<file path="src/rtl/loba_merge_pkg.sv">
// Shared types and widths for the LOBA segmented-product merge block.
// Segment values are mantissa << (k - K_BIAS); k below K_BIAS means the segment is absent.
package loba_merge_pkg;

   localparam int SEG_W  = 4;
   localparam int K_W    = 4;
   localparam int P_W    = 32;
   localparam int K_BIAS = 3;
   localparam int PROD_W = 2 * SEG_W;
   localparam int SH_W   = 5;

   typedef enum logic [1:0] {
      IDLE = 2'd0,
      ACC  = 2'd1,
      DONE = 2'd2
   } state_t;

   typedef enum logic [1:0] {
      HH = 2'd0,
      HL = 2'd1,
      LH = 2'd2,
      LL = 2'd3
   } term_t;

   typedef struct packed {
      logic [SEG_W-1:0] xh;
      logic [K_W-1:0]   kh;
      logic [SEG_W-1:0] xl;
      logic [K_W-1:0]   kl;
      logic [SEG_W-1:0] yh;
      logic [K_W-1:0]   jh;
      logic [SEG_W-1:0] yl;
      logic [K_W-1:0]   jl;
   } seg_t;

endpackage

</file>
<file path="src/rtl/loba_merge_if.sv">
// Operand/result handshake bundle for loba_merge.
// The master side offers operand pairs and consumes results; the slave is the merge block.
interface loba_merge_if;
   import loba_merge_pkg::*;

   logic             in_valid;
   logic             in_ready;
   logic [SEG_W-1:0] Xh;
   logic [K_W-1:0]   kh;
   logic [SEG_W-1:0] Xl;
   logic [K_W-1:0]   kl;
   logic [SEG_W-1:0] Yh;
   logic [K_W-1:0]   jh;
   logic [SEG_W-1:0] Yl;
   logic [K_W-1:0]   jl;
   logic             out_valid;
   logic             out_ready;
   logic [P_W-1:0]   P;

   modport master (
      output in_valid, Xh, kh, Xl, kl, Yh, jh, Yl, jl, out_ready,
      input  in_ready, out_valid, P
   );

   modport slave (
      input  in_valid, Xh, kh, Xl, kl, Yh, jh, Yl, jl, out_ready,
      output in_ready, out_valid, P
   );

endinterface

</file>
<file path="src/rtl/loba_merge_term.sv">
// One shifted partial product a*b << (ka+kb-2*K_BIAS); zero when either segment is absent.
module loba_term
   import loba_merge_pkg::*;
(
   input  logic [SEG_W-1:0] a,
   input  logic [K_W-1:0]   ka,
   input  logic [SEG_W-1:0] b,
   input  logic [K_W-1:0]   kb,
   output logic [P_W-1:0]   term
);

   logic [PROD_W-1:0] prod;
   logic [SH_W-1:0]   ksum;
   logic [SH_W-1:0]   shift;
   logic              present;

   assign prod    = {{SEG_W{1'b0}}, a} * {{SEG_W{1'b0}}, b};
   assign ksum    = {1'b0, ka} + {1'b0, kb};
   assign present = (ka >= K_W'(K_BIAS)) && (kb >= K_W'(K_BIAS));
   // Only evaluated when both k >= K_BIAS, so the subtraction never wraps.
   assign shift   = ksum - SH_W'(2 * K_BIAS);
   assign term    = present ? (P_W'(prod) << shift) : '0;

endmodule

</file>
<file path="src/rtl/loba_merge.sv">
// Sequential merge of four segment products into one 32-bit approximate product,
// one term per cycle through a single shared term unit.
module loba_merge
   import loba_merge_pkg::*;
(
   input  logic         clk,
   input  logic         rst,
   loba_merge_if.slave  bus
);

   state_t          state;
   state_t          state_next;
   term_t           idx;
   seg_t            seg;
   logic [P_W-1:0]  acc;
   logic [P_W-1:0]  term;
   logic [SEG_W-1:0] a;
   logic [K_W-1:0]   ka;
   logic [SEG_W-1:0] b;
   logic [K_W-1:0]   kb;
   logic            accept;

   assign accept = (state == IDLE) && bus.in_valid;

   always_ff @(posedge clk) begin
      if (rst) state <= IDLE;
      else     state <= state_next;
   end

   always_comb begin
      state_next = state;
      case (state)
         IDLE:    if (bus.in_valid) state_next = ACC;
         ACC:     if (idx == LL)    state_next = DONE;
         DONE:    if (bus.out_ready) state_next = IDLE;
         default: state_next = IDLE;
      endcase
   end

   always_comb begin
      bus.in_ready  = (state == IDLE);
      bus.out_valid = (state == DONE);
   end

   // HH, HL, LH, LL order: idx[1] picks the X segment, idx[0] the Y segment.
   always_comb begin
      a  = idx[1] ? seg.xl : seg.xh;
      ka = idx[1] ? seg.kl : seg.kh;
      b  = idx[0] ? seg.yl : seg.yh;
      kb = idx[0] ? seg.jl : seg.jh;
   end

   loba_term u_term (
      .a    (a),
      .ka   (ka),
      .b    (b),
      .kb   (kb),
      .term (term)
   );

   always_ff @(posedge clk) begin
      if (rst) begin
         acc <= '0;
         idx <= HH;
         seg <= '0;
      end else if (accept) begin
         acc <= '0;
         idx <= HH;
         seg <= '{xh: bus.Xh, kh: bus.kh, xl: bus.Xl, kl: bus.kl,
                  yh: bus.Yh, jh: bus.jh, yl: bus.Yl, jl: bus.jl};
      end else if (state == ACC) begin
         acc <= acc + term;
         idx <= term_t'(idx + 2'd1);
      end
   end

   assign bus.P = acc;

endmodule

</file>
<file path="src/flat_wrapper.sv">
// flat-port wrapper written by rule: the top's interface ports become plain ports
module loba_merge_flat import loba_merge_pkg::*;
  (clk, rst, bus_in_valid, bus_Xh, bus_kh, bus_Xl, bus_kl, bus_Yh, bus_jh, bus_Yl, bus_jl, bus_out_ready, bus_in_ready, bus_out_valid, bus_P);
  loba_merge_if bus_i ();
  input  logic clk;
  input  logic rst;
  input wire logic [$bits(bus_i.in_valid)-1:0] bus_in_valid;
  input wire logic [$bits(bus_i.Xh)-1:0] bus_Xh;
  input wire logic [$bits(bus_i.kh)-1:0] bus_kh;
  input wire logic [$bits(bus_i.Xl)-1:0] bus_Xl;
  input wire logic [$bits(bus_i.kl)-1:0] bus_kl;
  input wire logic [$bits(bus_i.Yh)-1:0] bus_Yh;
  input wire logic [$bits(bus_i.jh)-1:0] bus_jh;
  input wire logic [$bits(bus_i.Yl)-1:0] bus_Yl;
  input wire logic [$bits(bus_i.jl)-1:0] bus_jl;
  input wire logic [$bits(bus_i.out_ready)-1:0] bus_out_ready;
  output wire logic [$bits(bus_i.in_ready)-1:0] bus_in_ready;
  output wire logic [$bits(bus_i.out_valid)-1:0] bus_out_valid;
  output wire logic [$bits(bus_i.P)-1:0] bus_P;
  assign bus_i.in_valid = bus_in_valid;
  assign bus_i.Xh = bus_Xh;
  assign bus_i.kh = bus_kh;
  assign bus_i.Xl = bus_Xl;
  assign bus_i.kl = bus_kl;
  assign bus_i.Yh = bus_Yh;
  assign bus_i.jh = bus_jh;
  assign bus_i.Yl = bus_Yl;
  assign bus_i.jl = bus_jl;
  assign bus_i.out_ready = bus_out_ready;
  assign bus_in_ready = bus_i.in_ready;
  assign bus_out_valid = bus_i.out_valid;
  assign bus_P = bus_i.P;
  loba_merge u_core (.clk(clk), .rst(rst), .bus(bus_i));
endmodule
</file>
<file path="config.mk">
export PLATFORM = sky130hd
export DESIGN_NAME = loba_merge_flat
export DESIGN_NICKNAME = d
export VERILOG_FILES = /design/src/rtl/loba_merge_pkg.sv /design/src/rtl/loba_merge_if.sv /design/src/rtl/loba_merge_term.sv /design/src/rtl/loba_merge.sv /design/src/flat_wrapper.sv
export SDC_FILE = /design/constraint.sdc
export NUM_CORES = 1
export LEC_CHECK = 0
export ABC_CLOCK_PERIOD_IN_PS = 7100
export CORE_UTILIZATION = 55
export CTS_BUF_LIST = sky130_fd_sc_hd__clkbuf_16
export DETAILED_ROUTE_END_ITERATION = 8
export PLACE_DENSITY = 0.89
export SETUP_SLACK_MARGIN = 0.5
export SYNTH_ARGS = -nofsm -noshare
export SYNTH_HDL_FRONTEND = slang
export SYNTH_SLANG_ARGS = --single-unit
</file>
<file path="constraint.sdc">
create_clock -name clk -period 7.1 [get_ports clk]
set_clock_uncertainty 0.05 [all_clocks]
set_input_delay 1.42 -clock clk [delete_from_list [all_inputs] [get_ports clk]]
set_output_delay 1.42 -clock clk [all_outputs]
set_load 0.02 [all_outputs]
</file>
# [Yosys cells after proc, flatten, opt, wreduce, memory -nomap -nowiden]
# Cells that the tools add are included.
[classes] addsub=4 n_mul=1 magnitude_cmp=2 n_eq_ne=6 n_shift=1 n_mux=9 reduce_logical=5
[op_table] operator="adder 32 bit" count=1
[op_table] operator="two-way mux 32 bit" count=1
[op_table] operator="<< shifter 8 x 5 -> 32 bit" count=1
[op_table] operator="two-way mux 4 bit" count=4
[op_table] operator="greater-or-equal comparator 4 x 2 -> 1 bit (second input constant)" count=2
[op_table] operator="multiplier 4 x 4 -> 8 bit" count=1
[op_table] operator="two-way mux 2 bit" count=3
[op_table] operator="case mux 2 bit (3 select lines)" count=1
[op_table] operator="adder 4 x 4 -> 5 bit" count=1
[op_table] operator="subtractor 5 x 3 -> 5 bit (second input constant)" count=1
[op_table] operator="== test 2 bit (second input constant)" count=2
[op_table] operator="inequality test 2 bit (second input constant)" count=2
[op_table] operator="AND reduction 3 bit" count=1
[op_table] operator="adder 2 x 1 -> 2 bit (second input constant)" count=1
[op_table] operator="== test 2 x 1 -> 1 bit (second input constant)" count=1
[op_table] operator="logical AND 1 bit" count=2
[op_table] operator="logical NOT 2 bit" count=1
[op_table] operator="inequality test 2 x 1 -> 1 bit (second input constant)" count=1
[op_table] operator="OR reduction 2 bit" count=1
[word_totals] reg_bits=68 output_inout_bits=34 word_cells=39

# [Longest topological paths before layout]
[logic_depth] ltp_word=6 depth_mapped=28 mapped_depth_nobuf=26

# [Modules after synthesis]
# A second synthesis with hierarchy kept.
[unflattened] cells_unflattened=808 hier_area_um2=6008.3
[by_module_without_submodules] module="loba_merge" instances=1 cells_each=583 area_each_um2=4469.3 seq_area_each_um2=1361.3
[by_module_without_submodules] module="loba_term" instances=1 cells_each=225 area_each_um2=1539.0 seq_area_each_um2=0.0

# [Worst setup path before layout]
# OpenSTA, ideal clock, no wires.
[synth_path] path_type="register to register" start="register u_core.idx[0]" end="register u_core.acc[28] (netlist: u_core.bus.P[28])" arrival_ps=5860 t_required_ps=6980 setup_slack_ps=1120 path_stages_with_launch=27 n_path_buf=2 period_less_slack_ps=5980 cell_sequence="dfxtp_1 -> buf_2 -> mux2i_1 -> or2_2 -> fa_1 -> inv_1 -> fa_1 -> ha_1 -> a21o_1 -> a21oi_1 -> xnor2_1 -> a21oi_1 -> mux2i_1 -> a21oi_1 -> o22ai_1 -> nor2b_1 -> ha_1 -> clkbuf_1 -> a21o_1 -> a21o_1 -> a221o_1 -> a211oi_2 -> o21bai_1 -> a311oi_1 -> xnor2_1 -> nand2_1 -> a21oi_1"
[synth_between] elab_chain_cells=6 word_cells_on_any_way=10 cone_classes="add/sub: 3; mul: 1; order compare: 1; shift: 1; mux: 3; reduce/logical: 1"
[synth_rtl] item="from (decl)" line="loba_merge.sv:13" rtl="term_t idx;"
[synth_rtl] item="from (signal assigned)" line="loba_merge.sv:73" rtl="idx <= term_t'(idx + 2'd1);"
[synth_rtl] item="branches (longest 4 deep; another with multiplier 4 x 4 -> 8 bit)"
[synth_rtl] item="two-way mux 32 bit *" line="loba_merge_term.sv:22" rtl="assign term = present ? (P_W'(prod) << shift) : '0;"
[synth_rtl] item="adder 32 bit *" line="loba_merge.sv:72" rtl="acc <= acc + term;"
[synth_rtl] item="to (signal assigned)" line="loba_merge.sv:72"
[synth_rtl] item="to (decl)" line="loba_merge.sv:15" rtl="logic [P_W-1:0] acc;"
# Mark *: on every way between the ends.
# A chain may end at the register's enable or synchronous reset.

# [Worst setup path in the final report]
[layout_path] start="register u_core.idx[1]" end="register u_core.acc[31] (netlist: u_core.bus.P[31])"
[layout_between] elab_chain_cells=6 word_cells_on_any_way=10 cone_classes="add/sub: 3; mul: 1; order compare: 1; shift: 1; mux: 3; reduce/logical: 1"
[layout_rtl] item="branches (longest 4 deep; another with multiplier 4 x 4 -> 8 bit)"
[layout_rtl] item="two-way mux 32 bit *" line="loba_merge_term.sv:22"
[layout_rtl] item="adder 32 bit *" line="loba_merge.sv:72"
# Marked as above.

==> flow_summary_export.csv <==
group,metric,value,unit
run_status,status,"finished clean",
setup_path,crit_type,"flip-flop to flip-flop",
timing,worst_slew_pin_slew,1080,ps
timing,relSlewSlack,28.1,%
setup_path,start_kind,"flip-flop",
clock_network,clock_latency,350,ps
floorplanning,io_pins,70,
floorplanning,die_x,101,µm
global_route,grt_usage,30.5,%
timing,slew_viol_final,0,
clock_network,clk_pin_slew,70,ps
setup_path,cp_slowest_cell,"fa_1",
floorplanning,rows,35,
placement,numPortBuffers,69,
global_route,grt_pass1_wl,24.9,mm
logic_synthesis,ys.flop_type,"dfxtp_1",
global_route,first_global_vias,5375,
detailed_routing,detailroute.via_count,5588,
power,leakagePower,2.67,nW
clock_network,clkSinkCount,68,
logic_synthesis,synth_nets,827,
floorplanning,die_h,101,µm
global_route,antenna_found_initial,0,
cells_and_area,fill_cells,719,
timing,hold_viol,0,
clock_network,cts.path.max_buffers,2,
setup_path,crit_buf_inv,3,
detailed_routing,drtPass1Iterations,7,
placement,hpwl,11.1,mm
min_path,whs_path_depth,2,
cells_and_area,final_common_cell,"nand2_1",
timing,rsz0062_at_grt,"yes",
setup_path,crit_required,7320,ps
detailed_routing,ant_nets,0,
global_route,grt_overflow,0,
setup_path,path_max_fanout,6,
power,power_density,169,nW/µm²
placement,place_congestion,0.975,
power,power.total,1.12,mW
detailed_routing,routedWlPerCell,16.8,µm
clock_network,cts_made_buffers,9,
logic_synthesis,synth_edf_count,0,
cells_and_area,area_growth,22.2,%
power,ir_drop,0.143,mV
global_route,grt_max_degree,39,
floorplanning,die-area,10300,µm²
logic_synthesis,synth_cells,734,
floorplanning,initial_core_util,57.8,%
timing,fmax,159,MHz
clock_network,root_buffer,"clkbuf_16",
detailed_routing,drc,0,
cells_and_area,final_nets,882,
timing,finalSetupViolations,0,
logic_synthesis,synth_cell_type_count,58,
clock_network,cts_tree,"yes",
setup_path,cpLargestDelayFamily,"compound AO/OA/AOI/OAI gates",
logic_synthesis,avgSynthCellArea,7.41,µm²
cells_and_area,final_cell_mix,"136 x nand2_1, 88 x a21oi_1, 69 x clkdlybuf4s50_1",
detailed_routing,drt_first_iter_violations,397,
setup_path,cpPeakStageDelay,560,ps
run,cap_viol_max_count,0,
logic_synthesis,ys_ff_latch,68,
setup_path,crit_cells,27,
timing,fin_setup_tns,0,ps
clock_network,htree_levels,3,
logic_synthesis,async_reset_ff_share,0,%
timing,fin_crit_sh,88.3,%
setup_path,endpoint_kind,"flip-flop",
setup_path,arrival,6500,ps
logic_synthesis,yosysSeqAreaShare,25.0,%
timing,min_period,6270,ps
clock_network,ctsHoldBuffers,0,
floorplanning,core,9420,µm²
min_path,hold_path_class,"flip-flop to flip-flop",
setup_path,rr_worst_depth,27,
cells_and_area,final_layout_size_suffix_gt1_share,7.93,%
detailed_routing,drt-total-wl,15.5,mm
logic_synthesis,yosysWarningCount,0,
detailed_routing,via_per_inst,6.05,
logic_synthesis,synth_area,5440,µm²
cells_and_area,num_antenna_cells,0,
-- layer usage --
metal | share of wire (%) | wire length, µm | up-vias | GRT usage (%)
li1 | - | - | 2694 | -
met2 | 48 | 7490 | 269 | 52.7
met1 | 42 | 6470 | 2571 | 36.4
met5 | 0 | 0 | - | 0
met3 | 6.4 | 996 | 54 | 5.38
met4 | 3.7 | 580 | 0 | 15.2
-- sequential cells by signal, indices dropped and copies added, names as in the netlist --
name and cells:
u_core.state 2, u_core.bus.P 32, u_core.seg 32, u_core.idx 2
-- through the flow --
stage               cell area (µm²)  hold WS (ps)  utilization (%)  std cells  worst slack [ps]
floorplan                      5440           386                -        734              1120
global placement               6190           396             65.8        900               607
detailed placement             6190           404             65.8        900               418
global route                   6650           426             70.6        923               390
finish                         6650           412             70.6        923               827
CTS                            6520           413             69.2        916               596
-- path summary, 6_finish.rpt --
check                     start                to  slack, ps
setup / recovery  u_core.idx[1]  u_core.bus.P[31]        830
hold / removal    u_core.seg[9]     u_core.seg[9]        410
setup reg to reg  u_core.idx[1]  u_core.bus.P[31]        830
hold reg to reg   u_core.seg[9]     u_core.seg[9]        410
-- cells in the mapped netlist (all sizes together) (10+ instances only) --
| cell | n | area, µm² |
|---|---|---|
| dfxtp | 68 | 1360 |
| mux2i | 21 | 210 |
| nor3 | 15 | 75.1 |
| a21o | 16 | 120 |
| xnor2 | 19 | 166 |
| nor2b | 10 | 62.6 |
| a211oi | 11 | 87.6 |
| inv | 29 | 109 |
| nand3 | 14 | 70.1 |
| o21ai | 26 | 130 |
| nand2 | 136 | 510 |
| ha | 51 | 638 |
| a21oi | 91 | 455 |
| xor2 | 12 | 105 |
| nor2 | 58 | 218 |
| clkbuf | 31 | 116 |
-- timing repair --
item	CTS	global route
setup endpoints to repair	4	17
pin swaps	0	3
gates resized for setup	2	17
buffers inserted	0	7
-- final cells by class --
cell class	count	area (µm²)	area share, %
Timing Repair Buffer	83	796	12.0
Multi-Input combinational cell	598	3890	58.5
Clock buffer	9	225	3.39
Clock inverter	7	97.6	1.47
Sequential cell	68	1370	20.6
Inverter	29	109	1.64
Tap cell	129	161	2.43
-- logic make-up (layout without fill, tap and decap cells) --
family | Yosys count | count (layout) | share of synthesized area [%]
simple gates | 278 | 278 | 22.6
compound gates | 205 | 205 | 23.6
flops | 68 | 68 | 25.0
buf+inv | 68 | 128 | 4.76
fa+ha+maj | 57 | 57 | 13.9
xor+xnor | 31 | 31 | 4.99
mux | 27 | 27 | 5.11
-- report_power, final --
group / leakage [nW] / total (mW) / switching (mW) / internal [mW]
clock: 0.152 / 0.502 / 0.193 / 0.310
combinational: 1.96 / 0.215 / 0.131 / 0.0835
sequential: 0.555 / 0.406 / 0.0123 / 0.394
-- tightest hold or removal path: cells and delay by family, from the launching register on --
| family | cells | cell delay [ps] |
|---|---|---|
| flops | 1 | 310 |
| compound gates | 1 | 60 |
| simple gates | 1 | 50 |
Power figures use the tool's default switching activity.
